## src/rtl/vga_timing_gen_if.sv

```systemverilog
// Bundle between the VGA timing generator and its pixel pipeline consumer; optional oFRAME_CNT via VGA_TIMING_GEN_FRAME_CNT_EN.
// Latency: none (wires only).
// Backpressure: none; the timing stream is free running and cannot be stalled.
interface vga_timing_gen_if;
  logic       iEN;
  logic       oHSYNC;
  logic       oVSYNC;
  logic       oDE;
  logic [9:0] oX;
  logic [9:0] oY;
  logic       oLINE_START;
  logic       oFRAME_START;
  logic       oBUSY;
`ifdef VGA_TIMING_GEN_FRAME_CNT_EN
  logic [15:0] oFRAME_CNT;
`endif

  // Generator side: takes the run request, drives timing.
  modport master (
    input  iEN,
    output oHSYNC, oVSYNC, oDE, oX, oY, oLINE_START, oFRAME_START, oBUSY
`ifdef VGA_TIMING_GEN_FRAME_CNT_EN
    , output oFRAME_CNT
`endif
  );

  // Consumer side: requests running, observes timing.
  modport slave (
    output iEN,
    input  oHSYNC, oVSYNC, oDE, oX, oY, oLINE_START, oFRAME_START, oBUSY
`ifdef VGA_TIMING_GEN_FRAME_CNT_EN
    , input oFRAME_CNT
`endif
  );
endinterface

```

## src/rtl/vga_timing_gen.sv

```systemverilog
// VGA sync/DE/coordinate generator with IDLE/RUN control; VGA_TIMING_GEN_FRAME_CNT_EN adds a 16-bit frame counter.
// Latency: outputs are registered one cycle behind the counters; oBUSY decodes the state register directly.
// Backpressure: none; dropping iEN only stops the timing at the end of the current frame.
module vga_timing_gen #(
  parameter int H_ACTIVE = 640,
  parameter int H_FP     = 16,
  parameter int H_SYNC   = 96,
  parameter int H_BP     = 48,
  parameter int V_ACTIVE = 480,
  parameter int V_FP     = 10,
  parameter int V_SYNC   = 2,
  parameter int V_BP     = 33,
  parameter int SYNC_POL = 0
) (
  input  logic iCLK,
  input  logic iRST,
  vga_timing_gen_if.master vga
);

  // 11-bit constants so totals up to 1023 compare against the 10-bit counters without wrap.
  localparam logic [10:0] H_ACT_C   = 11'(H_ACTIVE);
  localparam logic [10:0] H_SS_C    = 11'(H_ACTIVE + H_FP);
  localparam logic [10:0] H_SE_C    = 11'(H_ACTIVE + H_FP + H_SYNC);
  localparam logic [10:0] H_TOTAL_C = 11'(H_ACTIVE + H_FP + H_SYNC + H_BP);
  localparam logic [10:0] V_ACT_C   = 11'(V_ACTIVE);
  localparam logic [10:0] V_SS_C    = 11'(V_ACTIVE + V_FP);
  localparam logic [10:0] V_SE_C    = 11'(V_ACTIVE + V_FP + V_SYNC);
  localparam logic [10:0] V_TOTAL_C = 11'(V_ACTIVE + V_FP + V_SYNC + V_BP);
  localparam logic        SYNC_ON   = (SYNC_POL != 0);
  localparam logic        SYNC_OFF  = ~SYNC_ON;

  typedef enum logic [0:0] {
    IDLE = 1'b0,
    RUN  = 1'b1
  } state_t;

  state_t     state, state_nxt;
  logic [9:0] hcnt, hcnt_nxt;
  logic [9:0] vcnt, vcnt_nxt;
  logic       stop_pend, stop_pend_nxt;

  logic       run;
  logic       h_last, v_last;
  logic       de_nxt, hs_nxt, vs_nxt, ls_nxt, fs_nxt;
  logic [9:0] x_nxt, y_nxt;

  logic       hsync_q, vsync_q, de_q, ls_q, fs_q;
  logic [9:0] x_q, y_q;

  assign run    = (state == RUN);
  assign h_last = ({1'b0, hcnt} == (H_TOTAL_C - 11'd1));
  assign v_last = ({1'b0, vcnt} == (V_TOTAL_C - 11'd1));

  // State, counters and stop-pending flag.
  always_ff @(posedge iCLK) begin
    if (iRST) begin
      state     <= IDLE;
      hcnt      <= '0;
      vcnt      <= '0;
      stop_pend <= 1'b0;
    end else begin
      state     <= state_nxt;
      hcnt      <= hcnt_nxt;
      vcnt      <= vcnt_nxt;
      stop_pend <= stop_pend_nxt;
    end
  end

  // Next state: raster scan in RUN; a stop request is only honoured on the last pixel of a frame.
  always_comb begin
    state_nxt     = state;
    hcnt_nxt      = hcnt;
    vcnt_nxt      = vcnt;
    stop_pend_nxt = stop_pend;
    case (state)
      IDLE: begin
        hcnt_nxt      = '0;
        vcnt_nxt      = '0;
        stop_pend_nxt = 1'b0;
        if (vga.iEN) state_nxt = RUN;
      end
      RUN: begin
        // Tracks iEN each cycle, so a re-raise before frame end cancels the stop.
        stop_pend_nxt = ~vga.iEN;
        if (h_last) begin
          hcnt_nxt = '0;
          if (v_last) begin
            vcnt_nxt = '0;
            if (stop_pend) begin
              state_nxt     = IDLE;
              stop_pend_nxt = 1'b0;
            end
          end else begin
            vcnt_nxt = vcnt + 10'd1;
          end
        end else begin
          hcnt_nxt = hcnt + 10'd1;
        end
      end
      default: begin
        state_nxt     = IDLE;
        hcnt_nxt      = '0;
        vcnt_nxt      = '0;
        stop_pend_nxt = 1'b0;
      end
    endcase
  end

  // Output decode from the current counter position; everything is gated by RUN so IDLE looks blank.
  always_comb begin
    de_nxt = run && ({1'b0, hcnt} < H_ACT_C) && ({1'b0, vcnt} < V_ACT_C);
    x_nxt  = de_nxt ? hcnt : 10'd0;
    y_nxt  = de_nxt ? vcnt : 10'd0;
    hs_nxt = SYNC_OFF;
    vs_nxt = SYNC_OFF;
    if (run && ({1'b0, hcnt} >= H_SS_C) && ({1'b0, hcnt} < H_SE_C)) hs_nxt = SYNC_ON;
    if (run && ({1'b0, vcnt} >= V_SS_C) && ({1'b0, vcnt} < V_SE_C)) vs_nxt = SYNC_ON;
    ls_nxt = run && (hcnt == 10'd0);
    fs_nxt = run && (hcnt == 10'd0) && (vcnt == 10'd0);
  end

  // Output registers, all aligned one cycle behind the counters.
  always_ff @(posedge iCLK) begin
    if (iRST) begin
      hsync_q <= SYNC_OFF;
      vsync_q <= SYNC_OFF;
      de_q    <= 1'b0;
      x_q     <= '0;
      y_q     <= '0;
      ls_q    <= 1'b0;
      fs_q    <= 1'b0;
    end else begin
      hsync_q <= hs_nxt;
      vsync_q <= vs_nxt;
      de_q    <= de_nxt;
      x_q     <= x_nxt;
      y_q     <= y_nxt;
      ls_q    <= ls_nxt;
      fs_q    <= fs_nxt;
    end
  end

  assign vga.oHSYNC       = hsync_q;
  assign vga.oVSYNC       = vsync_q;
  assign vga.oDE          = de_q;
  assign vga.oX           = x_q;
  assign vga.oY           = y_q;
  assign vga.oLINE_START  = ls_q;
  assign vga.oFRAME_START = fs_q;
  assign vga.oBUSY        = run;

`ifdef VGA_TIMING_GEN_FRAME_CNT_EN
  logic [15:0] frame_cnt;

  // Frame counter steps on the same edge that raises oFRAME_START, wrapping naturally at 16 bits.
  always_ff @(posedge iCLK) begin
    if (iRST) begin
      frame_cnt <= '0;
    end else if (fs_nxt) begin
      frame_cnt <= frame_cnt + 16'd1;
    end
  end

  assign vga.oFRAME_CNT = frame_cnt;
`endif

endmodule
```

## src/flat_wrapper.sv

```systemverilog
// flat-port wrapper written by rule: the top's interface ports become plain ports
module vga_timing_gen_flat 
#(
  parameter int H_ACTIVE = 640,
  parameter int H_FP     = 16,
  parameter int H_SYNC   = 96,
  parameter int H_BP     = 48,
  parameter int V_ACTIVE = 480,
  parameter int V_FP     = 10,
  parameter int V_SYNC   = 2,
  parameter int V_BP     = 33,
  parameter int SYNC_POL = 0
)
  (iCLK, iRST, vga_iEN, vga_oHSYNC, vga_oVSYNC, vga_oDE, vga_oX, vga_oY, vga_oLINE_START, vga_oFRAME_START, vga_oBUSY);
  vga_timing_gen_if vga_i ();
  input  logic iCLK;
  input  logic iRST;
  input wire logic [$bits(vga_i.iEN)-1:0] vga_iEN;
  output wire logic [$bits(vga_i.oHSYNC)-1:0] vga_oHSYNC;
  output wire logic [$bits(vga_i.oVSYNC)-1:0] vga_oVSYNC;
  output wire logic [$bits(vga_i.oDE)-1:0] vga_oDE;
  output wire logic [$bits(vga_i.oX)-1:0] vga_oX;
  output wire logic [$bits(vga_i.oY)-1:0] vga_oY;
  output wire logic [$bits(vga_i.oLINE_START)-1:0] vga_oLINE_START;
  output wire logic [$bits(vga_i.oFRAME_START)-1:0] vga_oFRAME_START;
  output wire logic [$bits(vga_i.oBUSY)-1:0] vga_oBUSY;
  assign vga_i.iEN = vga_iEN;
  assign vga_oHSYNC = vga_i.oHSYNC;
  assign vga_oVSYNC = vga_i.oVSYNC;
  assign vga_oDE = vga_i.oDE;
  assign vga_oX = vga_i.oX;
  assign vga_oY = vga_i.oY;
  assign vga_oLINE_START = vga_i.oLINE_START;
  assign vga_oFRAME_START = vga_i.oFRAME_START;
  assign vga_oBUSY = vga_i.oBUSY;
  vga_timing_gen #(.H_ACTIVE(H_ACTIVE), .H_FP(H_FP), .H_SYNC(H_SYNC), .H_BP(H_BP), .V_ACTIVE(V_ACTIVE), .V_FP(V_FP), .V_SYNC(V_SYNC), .V_BP(V_BP), .SYNC_POL(SYNC_POL)) u_core (.iCLK(iCLK), .iRST(iRST), .vga(vga_i));
endmodule
```

## config.mk

```make
export PLATFORM = sky130hd
export DESIGN_NAME = vga_timing_gen_flat
export DESIGN_NICKNAME = d
export VERILOG_FILES = /design/src/rtl/vga_timing_gen_if.sv /design/src/rtl/vga_timing_gen.sv /design/src/flat_wrapper.sv
export SDC_FILE = /design/constraint.sdc
export NUM_CORES = 1
export LEC_CHECK = 0
export BUFFER_PORTS_ARGS = -buffer_cell sky130_fd_sc_hd__buf_2
export CAP_MARGIN = 40
export CORE_AREA = 2 2 74 58
export DETAILED_ROUTE_END_ITERATION = 6
export DIE_AREA = 0 0 76 60
export GPL_TIMING_DRIVEN = 1
export PLACE_DENSITY = 0.71
export SYNTH_ARGS = -nofsm -noshare
export SYNTH_HDL_FRONTEND = slang
export SYNTH_SLANG_ARGS = --single-unit
```

## constraint.sdc

```tcl
create_clock -name iCLK -period 1.9 [get_ports iCLK]
set_clock_uncertainty 0.2 [all_clocks]
set_input_delay 0.095 -clock iCLK [delete_from_list [all_inputs] [get_ports iCLK]]
set_output_delay 0.095 -clock iCLK [all_outputs]
set_load 0.02 [all_outputs]
```

Yosys cells after proc, flatten, opt, wreduce, memory -nomap -nowiden
Cells that the tools add are included.
Widths: inputs -> output; s select.
{"block": "word_totals", "latch_bits": 0, "ram_bits": 0, "memories": 0, "mem_bits_ro": 0, "word_cells": 52, "reg_bits": 47, "input_bits": 3, "output_inout_bits": 26}
{"block": "op_classes", "div_mod_pow": 0, "eq_ne": 3, "reduce_logical": 11, "n_lt_le_gt_ge": 6, "addsub": 2, "n_bitwise": 3, "mux": 16, "mul": 0, "n_shift": 0}
{"operator": "$pmux 10 s2", "count": 2}
{"operator": "$mux 10", "count": 3}
{"operator": "$add 10x1->10 const B", "count": 2}
{"operator": "$eq 10x10->1 const B", "count": 2}
{"operator": "$logic_not 10->1", "count": 2}
{"operator": "$lt 10x10->1 const B", "count": 2}
{"operator": "$lt 10x9->1 const B", "count": 2}
{"operator": "$ge 10x10->1 const B", "count": 1}
{"operator": "$ge 10x9->1 const B", "count": 1}
{"operator": "$mux 1", "count": 9}
{"operator": "$logic_and 1x1->1", "count": 8}
{"operator": "$pmux 1 s2", "count": 2}
{"operator": "$not 1->1", "count": 3}
{"operator": "$ne 2x2->1 const B", "count": 1}
{"operator": "$reduce_or 2->1", "count": 1}

Logic depth before layout (Yosys ltp)
{"block": "depth", "depth_word": 5, "ltp_mapped": 6, "depth_no_buf": 6}

Worst setup path after synthesis
OpenSTA, ideal clock, no wires.
{"block": "synth_timing", "kind": "reg-to-reg", "startpoint": "register u_core.hcnt[5]", "endpoint": "register u_core.vcnt[9]", "synth_period_minus_slack_ns": 1.928, "n_path_buf": 1, "stages_incl_launch_ff": 6, "setup_slack_ns": -0.028, "setup_ns": 0.070, "t_required_ns": 1.630, "t_arrival_ns": 1.659, "cell_sequence": "dfxtp_1 > buf_6 > or3_4 > o31a_1 > or4_1 > a21oi_1"}
{"block": "synth_via", "elab_chain_len": 2}
{"element": "from (decl)", "line": "vga_timing_gen.sv:38", "source": "logic [9:0] hcnt, hcnt_nxt;"}
{"element": "from (signal assigned)", "line": "vga_timing_gen.sv:63", "source": "hcnt <= hcnt_nxt;"}
{"element": "$eq 10x10->1", "line": "vga_timing_gen.sv:51", "source": "assign h_last = ({1'b0, hcnt} == (H_TOTAL_C - 11'd1));"}
{"element": "$ne 2x2->1 (no line)"}
{"element": "to (signal assigned)", "line": "vga_timing_gen.sv:64", "source": "vcnt <= vcnt_nxt;"}
{"element": "to (decl)", "line": "vga_timing_gen.sv:39", "source": "logic [9:0] vcnt, vcnt_nxt;"}
Every way passes these cells.
A chain may end at the register's enable or synchronous reset.

Worst setup path after layout
{"block": "layout_timing", "startpoint": "register u_core.hcnt[7]", "endpoint": "register u_core.vcnt[6]"}
Same word-level chain as after synthesis.

==> results.yml <==
synth:
  yosys.area.top_type_share_pct: 52.04
  synth_area_leaders: "dfxtp_1 (52%), and2_1 (6.6%), ha_1 (3.5%), nor2_1 (2.9%), nand4_1 (2.8%)"
  syn_inst: 188
  yosysTopAreaCell: "dfxtp_1"
  synth_area_sq_mm: 0.001808
  synth.yosys.warnings: 0
  avgSynthCellArea_sq_um: 9.617
  synth-seq-cells: 47
  ys_seq_area_share_pct: 52.04
  ys_types: 39
  syn-num-nets: 196
run:
  max_cap_viol_count: 0
global_routing:
  grt_pass1_vias: 1258
  grt_pass1_wl_um: 5947
  antenna_found_initial: 0
  overflow: 0
  track_usage_pct: 16.69
  grt_max_degree: 17
worst_setup_path:
  cp-end-kind: "register"
  arrival_ps: 1950
  path_class: "reg2reg"
  slowest_delay_ps: 380
  critPathLaunchType: "register"
  path_cells: "or3_4, o31a_1, buf_4, or3_1, a21oi_2"
  path_max_fanout: 5
  cp_slowest_cell: "or3_4"
  crit_buf_inv: 1
  crit_family: "simple AND/OR/NAND/NOR gates"
  worst_ep_required_time_ps: 1930
clock_tree:
  post-cts-setup-buffers: 0
  cts_root_buf: "clkbuf_8"
  cts.sinks: 47
  clk_pin_slew_ps: 90
  h-tree-depth: 2
  cts_buffer_depth: 2
  cts-buffers-inserted: 5
  clk_latency_ps: 290
  cts_tree: "built"
detailed_routing:
  first_iter_violations: 67
  drt-total-wl_um: 3621
  avgViaCountPerCell: 5.000
  drc: 0
  first_pass_iters: 4
  routed-via-count: 1490
  drt.antenna.violating_nets: 0
  wl_per_cell_um: 12.15
placed_design:
  pre_cts_ws_ps: -12.32
  gp_routability_congestion: 0.8266
  place_inst: 288
  portBuffers: 28
  place_hpwl_um: 2708
final_layout:
  num-nets-final: 250
  drive_above_1_share_pct: 28.81
  fin_cells: 298
  areaGrowthSynthToFinish_pct: 26.92
  antenna_cells: 0
sta:
  finalCritPeriodShare_pct: 101.1
  fmax_mhz: 520.4
  worst_slack_ps: -21.68
  rsz0062_at_grt: "yes"
  finalHoldViolCount: 0
  finalMaxSlewViolations: 0
  period_needed_ps: 1922
  finalSetupViolations: 3
pwr:
  power_leakage_nw: 0.9356
  power.total_mw: 1.688
  irDropWorstVdd_mv: 0.4175
  power_density_mw_per_mm2: 735.6
run_status:
  status: "finished, violations left"
  failed_checks: "setup timing"
min_path:
  hold_class: "reg2reg"
floorplanning:
  die_area_sq_mm: 0.004560
  coreArea_sq_mm: 0.003879
  io_pins: 29
  dieHeight_um: 60
  fp.dieW_um: 76
  start_util_pct: 46.61
  rows: 20
-- layout make-up --
| type | count | area, sq um |
|---|---|---|
| clock buffers | 6 | 82.58 |
| clock inverters | 2 | 16.27 |
| fillers | 345 | 1584 |
| inverters | 6 | 22.52 |
| multi-input cells | 127 | 813.3 |
| flip-flops and latches | 47 | 943.4 |
| well taps | 55 | 68.82 |
| repair buffers | 55 | 347.8 |
-- cell usage after synthesis (all sizes together) --
library cell	instances
clkbuf	5
and3	2
nand2b	1
nand2	11
nand4	8
and4	3
inv	6
a211oi	1
and2b	1
or4	1
dfxtp	47
nor2b	1
nor2	14
xor2	4
nor4	3
o21ai	9
nand4b	1
o31ai	1
nand3	7
a31oi	1
o2111ai	1
conb	1
nor3	4
and2	21
a221oi	1
nor4b	2
xnor2	4
a311oi	2
buf	3
or3	8
ha	5
a21oi	8
o31a	1
-- layer usage --
metal / global-route usage [%] / up-vias / routed length [um]
met5: 0 / - / 0
met4: 5.455 / 0 / 26
met3: 4.381 / 4 / 166
met2: 24.36 / 34 / 1551
met1: 24.18 / 692 / 1878
li1: - / 760 / -
-- stage by stage --
step	TNS [ps]	instance area [sq um]	utilization, %	hold slack (ps)
3_5_place_dp	-20.45	2156	55.58	78.59
2_1_floorplan	0	1808	-	-32.86
3_3_place_gp	-2.058	2156	55.58	75.95
6_report	-39.98	2295	59.16	244.8
4_1_cts	0	2276	58.68	243.0
5_1_grt	-688.3	2295	59.16	276.7
-- cells in the final DEF (no fill, tap or decap), types with 2 or more instances in the layout --
| cell | netlist | final |
|---|---|---|
| dfxtp_1 | 47 | 45 |
| buf_2 | 0 | 28 |
| buf_4 | 0 | 25 |
| and2_1 | 19 | 19 |
| nor2_1 | 14 | 14 |
| nand2_1 | 11 | 11 |
| nand4_1 | 8 | 8 |
| o21ai_0 | 8 | 8 |
| nand3_1 | 7 | 7 |
| a21oi_1 | 8 | 7 |
| inv_1 | 6 | 6 |
| or3_1 | 6 | 6 |
| clkbuf_8 | 0 | 6 |
| ha_1 | 5 | 5 |
| nor3_1 | 4 | 4 |
| xnor2_1 | 4 | 4 |
| xor2_1 | 4 | 4 |
| nor4_1 | 3 | 3 |
| and4_1 | 3 | 3 |
| and3_1 | 2 | 2 |
| a311oi_1 | 2 | 2 |
| dlygate4sd3_1 | 0 | 2 |
| dfxtp_2 | 0 | 2 |
-- where the power goes --
part | total (mW) | switching (mW) | internal (mW)
logic | 0.0664 | 0.0391 | 0.0273
clock network | 0.624 | 0.327 | 0.297
registers | 0.998 | 0.00474 | 0.993
total | 1.69 | 0.371 | 1.32
-- final timing paths --
check | startpoint | end | slack [ps] | cells after the start
worst max-delay path | u_core.hcnt[7] | u_core.vcnt[6] | -20 | 5
worst min-delay path | u_core.stop_pend | u_core.stop_pend | 240 | 1
worst max register to register | u_core.hcnt[7] | u_core.vcnt[6] | -20 | 5
worst min register to register | u_core.stop_pend | u_core.stop_pend | 240 | 1
-- cell families (layout without fill, tap and decap cells) --
| group | count (synthesis) | count (layout) | share of synthesized area (%) |
|---|---|---|---|
| buf+inv | 14 | 69 | 4.290 |
| compound gates | 25 | 25 | 8.513 |
| simple gates | 88 | 88 | 27.61 |
| xor+xnor | 8 | 8 | 3.875 |
| flops | 47 | 47 | 52.04 |
| fa+ha+maj | 5 | 5 | 3.460 |
| other cells | 1 | 1 | 0.2074 |
-- sequential cells by signal (all words and copies together), names as in the netlist --
register	flops
u_core.hcnt	10
u_core.vcnt	10
u_core.vga.oX	10
u_core.vga.oY	10
u_core.stop_pend	1
u_core.vga.oBUSY	1
u_core.vga.oDE	1
u_core.vga.oFRAME_START	1
u_core.vga.oHSYNC	1
u_core.vga.oLINE_START	1
u_core.vga.oVSYNC	1
-- what timing repair did --
| action | 4_1_cts | 5_1_grt |
|---|---|---|
| pin swaps | 3 | 1 |
| resized for setup | 1 | 4 |
| endpoints found under the setup margin | 7 | 12 |
| hold buffers | 2 | 0 |
| hold endpoints to repair | 2 | 0 |
No activity file was read; power rests on OpenSTA's default activity.
